--- src/rtl/iob_nco_sweep_pkg.sv ---
// Shared state encoding and clamped next-period arithmetic for the NCO sweep scheduler.
package iob_nco_sweep_pkg;

  typedef logic [2:0] state_t;

  localparam state_t ST_IDLE  = 3'd0;
  localparam state_t ST_INIT  = 3'd1;
  localparam state_t ST_WRITE = 3'd2;
  localparam state_t ST_DWELL = 3'd3;
  localparam state_t ST_HOLD  = 3'd4;

  localparam int CALC_W = 64;

  // Step toward tgt, landing on tgt exactly when the step would reach or pass it.
  // Comparing against the remaining distance avoids any wrap in the period width.
  function automatic logic [CALC_W-1:0] clamp_next(input logic [CALC_W-1:0] cur,
                                                   input logic [CALC_W-1:0] step,
                                                   input logic [CALC_W-1:0] tgt,
                                                   input logic              up);
    logic [CALC_W-1:0] res;
    if (up) res = ((cur >= tgt) || (step >= tgt - cur)) ? tgt : cur + step;
    else    res = ((cur <= tgt) || (step >= cur - tgt)) ? tgt : cur - step;
    return res;
  endfunction

endpackage

--- src/rtl/iob_nco_sweep_step.sv ---
// Combinational next-period calculator: clamped step toward the current target plus last-step flag.
module iob_nco_sweep_step
  import iob_nco_sweep_pkg::*;
#(
  parameter int PERIOD_W = 40
) (
  input  logic [PERIOD_W-1:0] cur_i,
  input  logic [PERIOD_W-1:0] step_i,
  input  logic [PERIOD_W-1:0] tgt_i,
  input  logic                up_i,
  output logic [PERIOD_W-1:0] next_o,
  output logic                last_o
);

  assign next_o = PERIOD_W'(clamp_next(CALC_W'(cur_i), CALC_W'(step_i), CALC_W'(tgt_i), up_i));
  // A zero step can never reach the target, so the current period is the last one.
  assign last_o = (cur_i == tgt_i) || (step_i == '0);

endmodule

--- src/rtl/iob_nco_sweep.sv ---
// Frequency-sweep scheduler feeding period updates into an iob_nco.
// Optional macro IOB_NCO_SWEEP_BIDIR_EN: loop mode ping-pongs start<->stop instead of sawtooth.
module iob_nco_sweep
  import iob_nco_sweep_pkg::*;
#(
  parameter int DATA_W  = 32,
  parameter int FRAC_W  = 8,
  parameter int DWELL_W = 24
) (
  input  logic                       clk_i,
  input  logic                       cke_i,
  input  logic                       rst_n_i,
  input  logic                       start_i,
  input  logic                       abort_i,
  input  logic [DATA_W+FRAC_W-1:0]   cfg_start_i,
  input  logic [DATA_W+FRAC_W-1:0]   cfg_stop_i,
  input  logic [DATA_W+FRAC_W-1:0]   cfg_step_i,
  input  logic [DWELL_W-1:0]         cfg_dwell_i,
  input  logic                       cfg_loop_i,
  output logic [DATA_W+FRAC_W-1:0]   period_o,
  output logic                       period_valid_o,
  input  logic                       period_ready_i,
  output logic                       nco_enable_o,
  output logic                       nco_soft_reset_o,
  output logic                       busy_o,
  output logic                       done_o,
  output logic [DATA_W-1:0]          step_idx_o
);

  localparam int PERIOD_W = DATA_W + FRAC_W;

  state_t              state_q, state_d;
  logic [PERIOD_W-1:0] start_q, stop_q, step_q;
  logic [PERIOD_W-1:0] cur_q, cur_d, tgt_q, tgt_d, next_w;
  logic [DWELL_W-1:0]  dwell_q, cnt_q, cnt_d;
  logic [DATA_W-1:0]   idx_q, idx_d;
  logic                loop_q, up0_q, up_q, up_d, ret_q, ret_d;
  logic                en_q, en_d, done_q, done_d;
  logic                last_w, expire_w, latch_w;

  iob_nco_sweep_step #(.PERIOD_W(PERIOD_W)) u_step (
    .cur_i  (cur_q),
    .step_i (step_q),
    .tgt_i  (tgt_q),
    .up_i   (up_q),
    .next_o (next_w),
    .last_o (last_w)
  );

  assign expire_w = (state_q == ST_DWELL) && (cnt_q == '0);
  assign latch_w  = (state_q == ST_IDLE) && start_i && !abort_i;

  always_ff @(posedge clk_i) begin
    if (cke_i) begin
      if (!rst_n_i) state_q <= ST_IDLE;
      else          state_q <= state_d;
    end
  end

  always_comb begin
    state_d = state_q;
    case (state_q)
      ST_IDLE:  if (start_i && !abort_i) state_d = ST_INIT;
      ST_INIT:  state_d = ST_WRITE;
      ST_WRITE: if (period_ready_i) state_d = ST_DWELL;
      ST_DWELL: if (expire_w) state_d = (last_w && !loop_q) ? ST_HOLD : ST_WRITE;
      ST_HOLD:  if (start_i) state_d = ST_INIT;
      default:  state_d = ST_IDLE;
    endcase
    if (abort_i && (state_q != ST_IDLE)) state_d = ST_IDLE;
  end

  always_comb begin
    cur_d  = cur_q;
    tgt_d  = tgt_q;
    up_d   = up_q;
    ret_d  = ret_q;
    idx_d  = idx_q;
    cnt_d  = cnt_q;
    en_d   = en_q;
    done_d = 1'b0;
    case (state_q)
      ST_INIT: begin
        cur_d = start_q;
        tgt_d = stop_q;
        up_d  = up0_q;
        ret_d = 1'b0;
        idx_d = '0;
      end
      ST_WRITE: if (period_ready_i) begin
        en_d  = 1'b1;
        cnt_d = (dwell_q == '0) ? '0 : dwell_q - DWELL_W'(1);
      end
      ST_DWELL: begin
        if (!expire_w) begin
          cnt_d = cnt_q - DWELL_W'(1);
        end else if (!last_w) begin
          cur_d = next_w;
          idx_d = ret_q ? idx_q - DATA_W'(1) : idx_q + DATA_W'(1);
        end else if (!loop_q) begin
          done_d = 1'b1;
        end else begin
`ifdef IOB_NCO_SWEEP_BIDIR_EN
          // Reverse at the endpoint and step straight away from it so it is not rewritten.
          ret_d = !ret_q;
          up_d  = !up_q;
          tgt_d = ret_q ? stop_q : start_q;
          cur_d = PERIOD_W'(clamp_next(CALC_W'(cur_q), CALC_W'(step_q),
                                       CALC_W'(ret_q ? stop_q : start_q), !up_q));
          if ((step_q != '0) && (start_q != stop_q))
            idx_d = ret_q ? idx_q + DATA_W'(1) : idx_q - DATA_W'(1);
`else
          cur_d = start_q;
          idx_d = '0;
`endif
        end
      end
      default: ;
    endcase
    if (state_d == ST_IDLE) en_d = 1'b0;
  end

  always_ff @(posedge clk_i) begin
    if (cke_i) begin
      if (!rst_n_i) begin
        start_q <= '0;
        stop_q  <= '0;
        step_q  <= '0;
        dwell_q <= '0;
        loop_q  <= 1'b0;
        up0_q   <= 1'b0;
        cur_q   <= '0;
        tgt_q   <= '0;
        up_q    <= 1'b0;
        ret_q   <= 1'b0;
        idx_q   <= '0;
        cnt_q   <= '0;
        en_q    <= 1'b0;
        done_q  <= 1'b0;
      end else begin
        if (latch_w) begin
          start_q <= cfg_start_i;
          stop_q  <= cfg_stop_i;
          step_q  <= cfg_step_i;
          dwell_q <= cfg_dwell_i;
          loop_q  <= cfg_loop_i;
          up0_q   <= (cfg_stop_i >= cfg_start_i);
        end
        cur_q  <= cur_d;
        tgt_q  <= tgt_d;
        up_q   <= up_d;
        ret_q  <= ret_d;
        idx_q  <= idx_d;
        cnt_q  <= cnt_d;
        en_q   <= en_d;
        done_q <= done_d;
      end
    end
  end

  always_comb begin
    period_valid_o   = (state_q == ST_WRITE);
    nco_soft_reset_o = (state_q == ST_INIT);
    busy_o           = (state_q == ST_INIT) || (state_q == ST_WRITE) || (state_q == ST_DWELL);
  end

  assign period_o     = cur_q;
  assign nco_enable_o = en_q;
  assign done_o       = done_q;
  assign step_idx_o   = idx_q;

endmodule

--- config.mk ---
export PLATFORM = sky130hd
export DESIGN_NAME = iob_nco_sweep
export DESIGN_NICKNAME = d
export VERILOG_FILES = /design/src/rtl/iob_nco_sweep_pkg.sv /design/src/rtl/iob_nco_sweep_step.sv /design/src/rtl/iob_nco_sweep.sv
export SDC_FILE = /design/constraint.sdc
export NUM_CORES = 1
export LEC_CHECK = 0
export ABC_AREA = 1
export CAP_MARGIN = 20
export CELL_PAD_IN_SITES_DETAIL_PLACEMENT = 1
export CELL_PAD_IN_SITES_GLOBAL_PLACEMENT = 2
export CORE_UTILIZATION = 34
export CTS_CLUSTER_DIAMETER = 80
export DETAILED_ROUTE_END_ITERATION = 8
export HOLD_SLACK_MARGIN = 0.12
export PLACE_DENSITY_LB_ADDON = 0.25
export SKIP_CTS_REPAIR_TIMING = 1
export SLEW_MARGIN = 20
export SYNTH_ARGS = -nofsm -noshare
export SYNTH_HDL_FRONTEND = slang
export SYNTH_SLANG_ARGS = --single-unit
--- constraint.sdc ---
create_clock -name clk_i -period 11 [get_ports clk_i]
set_input_delay 2.2 -clock clk_i [delete_from_list [all_inputs] [get_ports clk_i]]
set_output_delay 2.2 -clock clk_i [all_outputs]
set_load 0.01 [all_outputs]
After elaboration in Yosys (flattened, before gate mapping)
Index checks and enable logic that the tools add are counted.
Operators by class
  $add $sub $neg: 7
  $mul: 0
  div/mod/pow operators: 0
  order comparisons: 5
  equality and inequality tests: 15
  shift-type cells: 0
  muxes and demuxes: 33
  bitwise logic cells: 1
  reductions and logical operators: 26
Operator list (number)
  $mux W40: 10
  $ge A40 B64 Y1: 2
  $mux W24: 4
  $mux W32: 3
  $sub A40 B40 Y41: 2
  $ge A40 B40 Y1: 2
  $pmux W40 S2: 1
  $pmux W32 S2: 1
  $logic_not A24 Y1: 2
  $pmux W24 S2: 1
  $sub A24 B1 Y24 const B: 2
  $add A40 B40 Y40: 1
  $eq A40 B40 Y1: 1
  $le A40 B40 Y1: 1
  $logic_not A40 Y1: 1
  $sub A40 B40 Y40: 1
  $add A32 B1 Y32 const B: 1
  $mux W3: 6
  $pmux W3 S5: 1
  $ne A3 B1 Y1 const B: 4
  $reduce_and A4 Y1: 3
  $eq A3 B2 Y1 const B: 2
  $logic_and A1 B1 Y1: 6
  $logic_not A3 Y1: 2
  other kinds (14): 27
Storage, ports and cells
  bits in registers: 288
  bits in latches: 0
  memory bits (writable): 0
  ROM bits: 0
  input bits: 151
  output and inout bits: 77
  memories kept: 0

Longest topological paths before layout
  depth after elaboration: 10
  mapped depth: 29

Cells and area by module
From an unflattened synthesis, not the netlist that was laid out.
Second synthesis, totals
  cell total of the unflattened synthesis: 4082
  area, all modules: 28542.4 sq um
Modules (own cells, without submodules)
  iob_nco_sweep: instances 1, cells an instance 1540, area each 14485.1 sq um, seq. area each 8648.3 sq um
  iob_nco_sweep_step: instances 1, cells an instance 2542, area each 14057.2 sq um, seq. area each 0.0 sq um

Least setup slack after synthesis
OpenSTA, ideal clock, no wires.
  path kind: in2reg
  start: input port rst_n_i
  end: register dwell_q[0], enable pin
  arrival: 8606 ps
  required time: 10346 ps
  path slack: 1740 ps
  cell stages on the path: 4
  buffers on the path: 1
  cells stage by stage: inv_2 -> buf_2 -> nor2_1 -> nor2_1
On the way
  cells in the longest elaborated chain, start to end: 2
Ends and longest elaborated chain
  from (decl): RTL line iob_nco_sweep.sv:12  | input logic rst_n_i,
  $ne A2 B1 Y1 (no source line)
  $reduce_and A2 Y1 (no source line)
  to (signal assigned): RTL line iob_nco_sweep.sv:145  | dwell_q <= cfg_dwell_i;
  to (decl): RTL line iob_nco_sweep.sv:35  | logic [DWELL_W-1:0] dwell_q, cnt_q, cnt_d;
No other way between the ends.
A chain may end at the register's enable or synchronous reset.

Final worst setup path
  start: register cur_q[1], in the netlist period_o[1]
  end: register cur_q[37], in the netlist period_o[37], data pin
On the way
  cells in the longest elaborated chain, start to end: 8
  elaborated cells between the ends (all ways): 18
Ends and longest elaborated chain
  from (decl): RTL line iob_nco_sweep.sv:34  | logic [PERIOD_W-1:0] cur_q, cur_d, tgt_q, tgt_d, next_w;
  from (signal assigned): RTL line iob_nco_sweep.sv:149  | cur_q <= cur_d;
  $sub A40 B40 Y41 (on tied branches): RTL line iob_nco_sweep_pkg.sv:22, iob_nco_sweep_pkg.sv:21
  $ge A40 B64 Y1 (on tied branches): RTL line iob_nco_sweep_pkg.sv:22, iob_nco_sweep_pkg.sv:21
  $logic_or A1 B1 Y1 (on tied branches): RTL line iob_nco_sweep_pkg.sv:22, iob_nco_sweep_pkg.sv:21
  $mux W40 (on tied branches): RTL line iob_nco_sweep_pkg.sv:22, iob_nco_sweep_pkg.sv:21
  $mux W40: RTL line iob_nco_sweep_pkg.sv:21  | if (up) res = ((cur >= tgt) || (step >= tgt - cur)) ? tgt : cur + step;
  $mux W40 *: RTL line iob_nco_sweep.sv:97  | end else if (!last_w) begin
  $mux W40 *: RTL line iob_nco_sweep.sv:95  | if (!expire_w) begin
  $pmux W40 S2 *: RTL line iob_nco_sweep.sv:82  | case (state_q)
Mark *: on every way between the ends. The rest lies on a longest branch, timed or not. The select of a mux whose other input is x is not followed.

==> out/results.ini <==
[outcome]
status=complete, no violations

[worst_hold_path]
hold_class=register to register

[floorplanning]
die_y_um=289.8
rows=105
initial_core_util_pct=34.36
die_width_um=289.8
ios=228
core_um2=81980
die-area_um2=84010

[sta]
setup-violations-final=0
final.setup.tns_ns=0
hold_viol=0
min_period_ns=5.976
relSlewSlack_pct=24.80
worst_pin_slew_ns=1.128
rsz0062_at_grt=false
finalClockSkew_ns=0.02932
slew_violations=0
max_freq_mhz=167.3
period_share_pct=54.33

[grt]
grt_start_max_net_pins=81
antenna_found_initial=1
grt_pass1_wl_mm=169.7
track_usage_pct=26.51
grt_pass1_vias=28140
gr-total-overflow=0

[worst_setup_path]
crit_fanout=41
rr_startpoint=period_o[1]
r2r_end=period_o[37]
r2r_cells=23
r2r_setup_slack_ns=5.02
crit_type=register to register
arrival_ns=6.30
worstSetupEndpointType=register
crit_end=period_o[37]
setup.worst_path.start_class=register
crit_start=period_o[1]
crit_required_ns=11.32

[placed_design]
dp_cells=5214
gp_congestion=0.9482
io_buffer_count=227
hpwl_mm=90.99

[final_layout]
area_growth_pct=16.50
final_util_pct=40.03
fin_cells=5295
num-nets-final=4625
drive_above_1_share_pct=4.498

[drt]
wire_per_inst_um=21.30
ant_nets=0
viasPerCell=5.088
routed_wl_mm=112.8
num_vias=26940
firstDrtPassIters=5
route.detailed.drc=0
drt_iter0_markers=1717

[cts]
cts_tree=done
clk-insertion-delay-late_ns=0.61
cts_buffer_depth=3
clkSlewWorstSetupHoldPaths_ns=0.06
h-tree-depth=2
clockRootBuffer=clkbuf_16
cts.sink_count=288
cts_buffers=44

[synthesis]
synth_nets=4456
synth_area_um2=28170
synth_warnings=0
syn_area_per_cell_um2=7.006
ys_seq_area_share_pct=30.70
synth-edff-count=288
synth_cell_types=65
async_reset_ff_share_pct=0
synth_ff_type=edfxtp_1
synth_cells=4021
yosys_register_bits=288

[pwr]
power_density_nw_per_um2=125.5
p_leak_uw=0.01609
peakVddDrop_uv=130.6

[job]
maxCapViolations=0

-- worst max-delay path: stages (launching register included) --
cell and delay [ns]:
edfxtp_1 0.51, inv_1 0.26, ha_1 0.28, nand2_1 0.11
inv_1 0.07, nand2_1 0.10, inv_1 0.06, a21oi_1 0.39
o21ai_0 0.28, a211o_1 0.42, a21oi_1 0.19, xor2_1 0.30
ha_1 0.31, a21oi_1 0.14, nor2_1 0.05, nor4_1 0.28
nand2_1 0.14, nand2_2 0.08, buf_4 0.54, nand2_4 0.56
nand2_1 0.20, nand3_1 0.09, nand3_1 0.12, a21oi_1 0.08
-- kinds of logic after synthesis --
family,share of synthesized area (%)
AO/OA/AOI/OAI,11.26
XOR/XNOR,4.975
adder cells (fa/ha/maj),12.72
buffers and inverters,12.43
flip-flops,30.70
AND/OR/NAND/NOR,27.92
-- routing by layer --
layer	GRT usage (%)	wire, µm
met2	43.90	51490
met5	0	0
met4	9.549	4154
met3	3.209	5506
met1	35.39	51610
-- cell usage in the layout (no fill, tap or decap), types with 5 or more instances in the layout --
master,netlist,final
nand2_1,1023,1023
inv_1,726,725
a21oi_1,330,329
nand3_1,317,317
nor2_1,317,316
edfxtp_1,288,288
ha_1,280,280
clkdlybuf4s50_1,0,226
xor2_1,128,128
o21ai_0,121,121
nor3_1,51,50
clkbuf_16,0,44
nand4_1,35,35
xnor2_1,32,32
o21a_1,27,27
inv_2,21,22
o21bai_1,21,21
buf_4,19,21
nand2_2,17,17
nor2_2,16,16
nor4_1,16,16
a21o_1,15,15
or2_2,9,9
a211oi_1,8,8
clkinv_1,3,8
inv_6,0,8
nor2_4,6,7
a221oi_1,7,7
a31oi_1,9,7
clkbuf_1,44,7
nor3_2,5,6
bufinv_16,0,6
a21oi_2,5,5
-- state kept, by name (all words and copies together), names as in the netlist, 3 cells and up --
| name | count |
|---|---|
| period_o | 40 |
| cnt_q | 24 |
| state_q | 3 |
| stop_q | 40 |
| step_q | 40 |
| dwell_q | 24 |
| start_q | 40 |
| step_idx_o | 32 |
| tgt_q | 40 |
-- metrics by stage --
| step | instance area (µm²) | worst slack [ns] | hold WS (ns) | power, µW |
|---|---|---|---|---|
| after floorplan | 28170 | 1.740 | 0.4814 | 2181 |
| after global placement | 31310 | 5.078 | 0.4866 | 2629 |
| after detailed placement | 31310 | 5.066 | 0.4902 | 2638 |
| after CTS | 32820 | 5.041 | 0.4936 | 4150 |
| after global routing | 32820 | 4.730 | 0.5170 | 4333 |
| final | 32820 | 5.024 | 0.4854 | 4118 |
-- cell type report --
cell class                      count  area (µm²)
Inverter                          750        2815
Clock inverter                     29       381.6
Antenna cell                        1       2.502
Sequential cell                   288        8648
Multi-Input combinational cell   2858       16070
Tap cell                         1070        1339
Fill cell                       10340       49160
Clock buffer                       51        1127
Timing Repair Buffer              248        2431
-- cell usage after synthesis, types with 27 or more instances --
library cell	n	area [µm²]
xor2_1	128	1121
nor2_1	317	1190
clkbuf_1	44	165.2
xnor2_1	32	280.3
buf_2	48	240.2
a21oi_1	330	1652
inv_1	726	2725
ha_1	280	3503
o21a_1	27	202.7
o21ai_0	121	605.6
edfxtp_1	288	8648
nor3_1	51	255.2
nand4_1	35	219.0
nand3_1	317	1587
nand2_1	1023	3840
-- power breakdown --
part	switching (µW)	leakage, µW	internal, µW	total [µW]
combinational	845	0.0126	434	1280
clock	597	0.000726	889	1490
sequential	72.7	0.00279	1280	1350
total	1510	0.0161	2600	4120
-- worst min path at each step --
stage	start	endpoint	slack [ns]	cells past startpoint
global placement	stop_q[29]	tgt_q[29]	0.49	2
detailed placement	stop_q[15]	tgt_q[15]	0.49	2
finish	stop_q[11]	tgt_q[11]	0.49	2
CTS	stop_q[18]	tgt_q[18]	0.49	2
global route	stop_q[11]	tgt_q[11]	0.52	2
floorplan	stop_q[0]	tgt_q[0]	0.48	2
(Power assumes the default switching activity.)
